===== src/rtl/sram_rw0_ctrl.sv =====
// rtl/sram_rw0_ctrl.sv - valid/ready front end for a single-port RW0 SRAM macro with 2-entry read response buffer
// Optional post-reset zero-fill sweep enabled by defining SRAM_CTRL_INIT_EN.
module sram_rw0_ctrl #(
    parameter int ADDR_W = 9,
    parameter int DATA_W = 64,
    parameter int MASK_W = 8
) (
    input  logic              clock,
    input  logic              reset,
    input  logic              req_valid,
    output logic              req_ready,
    input  logic              req_write,
    input  logic [ADDR_W-1:0] req_addr,
    input  logic [MASK_W-1:0] req_wmask,
    input  logic [DATA_W-1:0] req_wdata,
    output logic              resp_valid,
    input  logic              resp_ready,
    output logic [DATA_W-1:0] resp_rdata,
    output logic              busy,
    output logic [ADDR_W-1:0] RW0_addr,
    output logic              RW0_en,
    output logic              RW0_wmode,
    output logic [MASK_W-1:0] RW0_wmask,
    output logic [DATA_W-1:0] RW0_wdata,
    input  logic [DATA_W-1:0] RW0_rdata
);

    logic run;
    logic fire;

`ifdef SRAM_CTRL_INIT_EN
    typedef enum logic {ST_INIT, ST_RUN} state_t;

    localparam logic [ADDR_W-1:0] LAST_ADDR = '1;

    state_t            state;
    state_t            state_next;
    logic [ADDR_W-1:0] init_cnt;

    always_ff @(posedge clock or posedge reset) begin
        if (reset) begin
            state    <= ST_INIT;
            init_cnt <= '0;
        end else begin
            state <= state_next;
            if (state == ST_INIT) begin
                init_cnt <= init_cnt + 1'b1;
            end
        end
    end

    always_comb begin
        state_next = state;
        if (state == ST_INIT && init_cnt == LAST_ADDR) begin
            state_next = ST_RUN;
        end
    end

    assign run  = (state == ST_RUN);
    assign busy = (state == ST_INIT);
`else
    assign run  = 1'b1;
    assign busy = 1'b0;
`endif

    // Response buffer: two entries plus the read currently on RW0_rdata.
    logic [DATA_W-1:0] fifo_mem [2];
    logic              head;
    logic              tail;
    logic [1:0]        cnt;
    logic              inflight;
    logic [2:0]        occupancy;
    logic              buf_empty;
    logic              push;
    logic              pop;

    assign occupancy = {1'b0, cnt} + {2'b00, inflight};
    assign buf_empty = (cnt == 2'd0);

    // Credit uses registered state only, never resp_ready.
    assign req_ready = run && (req_write || occupancy < 3'd2);
    assign fire      = req_valid && req_ready;

    assign resp_valid = !buf_empty || inflight;
    assign resp_rdata = buf_empty ? RW0_rdata : fifo_mem[head];

    // Bypassed data is parked only if the consumer does not take it this cycle.
    assign push = inflight && !(buf_empty && resp_ready);
    assign pop  = !buf_empty && resp_ready;

    always_comb begin
        RW0_en    = fire;
        RW0_wmode = req_write;
        RW0_addr  = req_addr;
        RW0_wmask = req_wmask;
        RW0_wdata = req_wdata;
`ifdef SRAM_CTRL_INIT_EN
        if (!run) begin
            RW0_en    = 1'b1;
            RW0_wmode = 1'b1;
            RW0_addr  = init_cnt;
            RW0_wmask = '1;
            RW0_wdata = '0;
        end
`endif
        if (reset) begin
            RW0_en = 1'b0;
        end
    end

    always_ff @(posedge clock or posedge reset) begin
        if (reset) begin
            cnt      <= 2'd0;
            head     <= 1'b0;
            tail     <= 1'b0;
            inflight <= 1'b0;
        end else begin
            inflight <= fire && !req_write;
            if (push) begin
                tail <= ~tail;
            end
            if (pop) begin
                head <= ~head;
            end
            cnt <= cnt + {1'b0, push} - {1'b0, pop};
        end
    end

    always_ff @(posedge clock) begin
        if (push) begin
            fifo_mem[tail] <= RW0_rdata;
        end
    end

    always @(posedge clock) begin
        if (!reset) begin
            assert (occupancy <= 3'd2);
        end
    end

endmodule


===== config.mk =====
export PLATFORM = sky130hd
export DESIGN_NAME = sram_rw0_ctrl
export DESIGN_NICKNAME = d
export VERILOG_FILES = /design/src/rtl/sram_rw0_ctrl.sv
export SDC_FILE = /design/constraint.sdc
export NUM_CORES = 1
export LEC_CHECK = 0
export BUFFER_PORTS_ARGS = -buffer_cell sky130_fd_sc_hd__buf_4
export CAP_MARGIN = 20
export CORE_ASPECT_RATIO = 1.4
export CORE_MARGIN = 2
export CORE_UTILIZATION = 27
export DETAILED_ROUTE_END_ITERATION = 8
export PLACE_DENSITY = 0.5
export SYNTH_ARGS = -nofsm -noshare
export SYNTH_HDL_FRONTEND = slang
export SYNTH_SLANG_ARGS = --single-unit

===== constraint.sdc =====
create_clock -name clock -period 7.9 [get_ports clock]
set_input_delay 0.79 -clock clock [delete_from_list [all_inputs] [get_ports clock]]
set_output_delay 0.79 -clock clock [all_outputs]
set_load 0.05 [all_outputs]

==> flow_metrics.env <==
export IMPL_core_um2=22500
export IMPL_crit_type="reg2out"
export IMPL_finalSetupViolations=0
export IMPL_syn2layout_area_growth_pct=20.5
export IMPL_grt_pass1_vias=3621
export IMPL_hpwl_mm=8.54
export IMPL_syn_area_per_cell_um2=13.7
export IMPL_irDropWorstVdd_mv=0.194
export IMPL_grt_total_usage=0.108
export IMPL_pin_count=300
export IMPL_drc=0
export IMPL_antenna_found_initial=0
export IMPL_max_freq_ghz=0.294
export IMPL_power_total_mw=3.43
export IMPL_cts_resized=0
export IMPL_p_int_mw=1.85
export IMPL_r2r_cells=5
export IMPL_drv_slew=0
export IMPL_stdcell_count=819
export IMPL_worstPathArrival_ns=2.61
export IMPL_fin_setup_tns_ns=0
export IMPL_synth_seq_area_share=0.644
export IMPL_outcome="finished, final reports clean"
export IMPL_cp_top_family="buffers and inverters"
export IMPL_fin_crit_ns=3.40
export IMPL_nNetsFinal=656
export IMPL_cts_root_buf="clkbuf_16"
export IMPL_path_buf_inv=3
export IMPL_avgRoutedWirePerCell_um=15.8
export IMPL_max_stage_delay_ns=0.50
export IMPL_hold_class="in2async"
export IMPL_post_route_period_util=0.431
export IMPL_start_kind="flip-flop"
export IMPL_holdWs_ns=0.307
export IMPL_p_clk_frac=0.231
export IMPL_rsz0062_at_grt="false"
export IMPL_rrSetupSlack_ns=4.95
export IMPL_r2r_start="cnt[0]"
export IMPL_place_congestion=0.696
export IMPL_cap_violations=0
export IMPL_p_seq_frac=0.272
export IMPL_drive_gt1_frac=0.371
export IMPL_synth_seq_cells=133
export IMPL_cts_hold_buf=0
export IMPL_numCtsBuffers=17
export IMPL_antennaDiodeCount=0
export IMPL_timing_rr_end="fifo_mem[0][3]"
export IMPL_slew_headroom=0.363
export IMPL_dieArea_um2=24100
export IMPL_ant_nets=0
export IMPL_crit_chain="nor2_4 > buf_4 > buf_16 > nand2_1 > o21ai_1 > buf_4"
export IMPL_cts_sinks=133
export IMPL_skew_ns=0.00386
export IMPL_port_buffers=136
export IMPL_post_cts_buffers=0
export IMPL_cp_max_fo=70
export IMPL_syn_area_um2=6170
export IMPL_hold_viol=0
export IMPL_grt_ovfl_total=0
export IMPL_initial_core_util=0.274
export IMPL_dieHeight_um=183
export IMPL_path_clk_slew_ns=0.06
export IMPL_crit_path_end_kind="output port"
export IMPL_cts_tree="yes"
export IMPL_grt_pass1_wl_mm=19.8
export IMPL_comb_power_share=0.497
export IMPL_tightest_slew_ns=0.954
export IMPL_syn_instance_count=450
export IMPL_yosysUniqueCellTypes=31
export IMPL_rows=65
export IMPL_crit_start="cnt[1]"
export IMPL_synthesis_nets=601
export IMPL_cts_max_level=4
export IMPL_ys_warnings_count=0
export IMPL_p_leak_nw=2.84
export IMPL_swShare=0.461
export IMPL_die_w_um=132
export IMPL_via_count=3437
export IMPL_routed_via_density=4.20
export IMPL_p_switching_mw=1.58
export IMPL_crit_required_ns=7.11
export IMPL_grt_max_degree=106
export IMPL_worstSkewPairLatency_ns=0.41
export IMPL_drtPass1Iterations=4
export IMPL_cp_slowest_cell="buf_4"
export IMPL_clock_path_buffers=2
export IMPL_placedCellCount=786
export IMPL_p_per_area_nw_per_um2=462
export IMPL_drt_initial_drc_count=142
export IMPL_critical_path_most_common_cell="buf_4"
export IMPL_totalWireLength_mm=13.0
export IMPL_fin_util=0.330
==> state kept, by name, summed over array words and instances, names as in the netlist <==
name	cells
inflight	1
head	1
fifo_mem	128
cnt	2
tail	1
==> layout by cell type (no fill, tap or decap) <==
cell and count:
buf_4 139, edfxtp_1 128, mux2i_1 64, nand2_1 59, o21ai_1 39, clkbuf_16 17, o21ai_0 16, o21ai_2 10
nand2_2 5, inv_6 5, dfrtp_1 4, clkinvlp_4 3, xor2_1 2, nand2b_1 2, a21oi_1 2, bufinv_16 2
inv_8 2, clkinv_4 2, nor2_4 1, nor2b_1 1, nor4bb_1 1, xnor2_1 1, or2_2 1, and3b_1 1
a21boi_2 1, and2_4 1, or3_1 1, inv_1 1, and3_1 1, nor2b_4 1, ha_1 1, conb_1 1
clkinv_1 1, dfrtp_4 1, buf_16 1
==> cells by family after synthesis <==
kind of cell	Yosys count	share of synthesized area
other	1	0.000608
XOR/XNOR	3	0.00426
flip-flops	133	0.644
AND/OR/NAND/NOR	75	0.0540
AO/OA/AOI/OAI	68	0.0623
buffers and inverters	105	0.129
multiplexers	64	0.104
adder cells (fa/ha/maj)	1	0.00203
==> routing by layer <==
metal / up-vias / wire, µm / global-route usage / part of all wire
met5: - / 0 / 0 / 0
met4: 0 / 511 / 0.0678 / 0.039
met3: 63 / 851 / 0.0365 / 0.066
met2: 153 / 6880 / 0.195 / 0.53
met1: 1575 / 4710 / 0.107 / 0.36
li1: 1646 / - / - / -
==> worst reg2reg max path: stages (launching register included) <==
cell and delay, ns:
dfrtp_1 0.45, nor2_4 0.15, buf_4 0.30, a21boi_2 0.28, nor2b_4 0.82, buf_4 0.58
==> how the worst max path moves through the flow <==
stage	slack (ns)	endpoint	cells after the start
global placement	4.68	fifo_mem[0][62]	5
detailed placement	4.59	fifo_mem[0][3]	5
global route	4.22	resp_rdata[45]	6
CTS	4.23	resp_rdata[45]	5
floorplan	3.60	fifo_mem[0][0]	2
finish	4.50	resp_rdata[45]	6
==> power groups by stage <==
stage / combinational, mW / sequential [mW] / clock (mW)
global placement: 1.71 / 0.949 / 0
CTS: 1.72 / 0.938 / 0.817
finish: 1.71 / 0.934 / 0.793
detailed placement: 1.71 / 0.952 / 0
floorplan: 1.44 / 0.906 / 0
global route: 1.81 / 0.948 / 0.852
==> stage by stage <==
step | instance area (µm²) | setup WS (ns)
after floorplan | 6170 | 3.60
after global placement | 6810 | 4.68
after detailed placement | 6810 | 4.59
after CTS | 7400 | 4.23
after global routing | 7430 | 4.22
final | 7430 | 4.50
==> synthesized netlist by cell type, drive strengths merged <==
cell | n | area (µm²)
nand2b | 2 | 12.5
nor2b | 2 | 12.5
or3 | 1 | 6.26
ha | 1 | 12.5
buf | 102 | 786
and3 | 1 | 6.26
o21ai | 65 | 363
inv | 1 | 3.75
and2 | 1 | 6.26
dfrtp | 5 | 125
xor2 | 2 | 17.5
nor4bb | 1 | 10.0
edfxtp | 128 | 3840
a21boi | 1 | 11.3
nor2 | 1 | 11.3
nand2 | 64 | 253
and3b | 1 | 8.76
or2 | 1 | 6.26
xnor2 | 1 | 8.76
conb | 1 | 3.75
a21oi | 2 | 10.0
clkbuf | 2 | 8.75
mux2i | 64 | 641
==> layout make-up <==
class / count / area (µm²)
Fill cell: 2243 / 15100
Timing Repair Buffer: 140 / 1070
Clock buffer: 17 / 425
Tap cell: 301 / 377
Sequential cell: 133 / 3970
Clock inverter: 15 / 170
Multi-Input combinational cell: 212 / 1410
Inverter: 1 / 3.75
No activity file was read; power rests on OpenSTA's default activity.
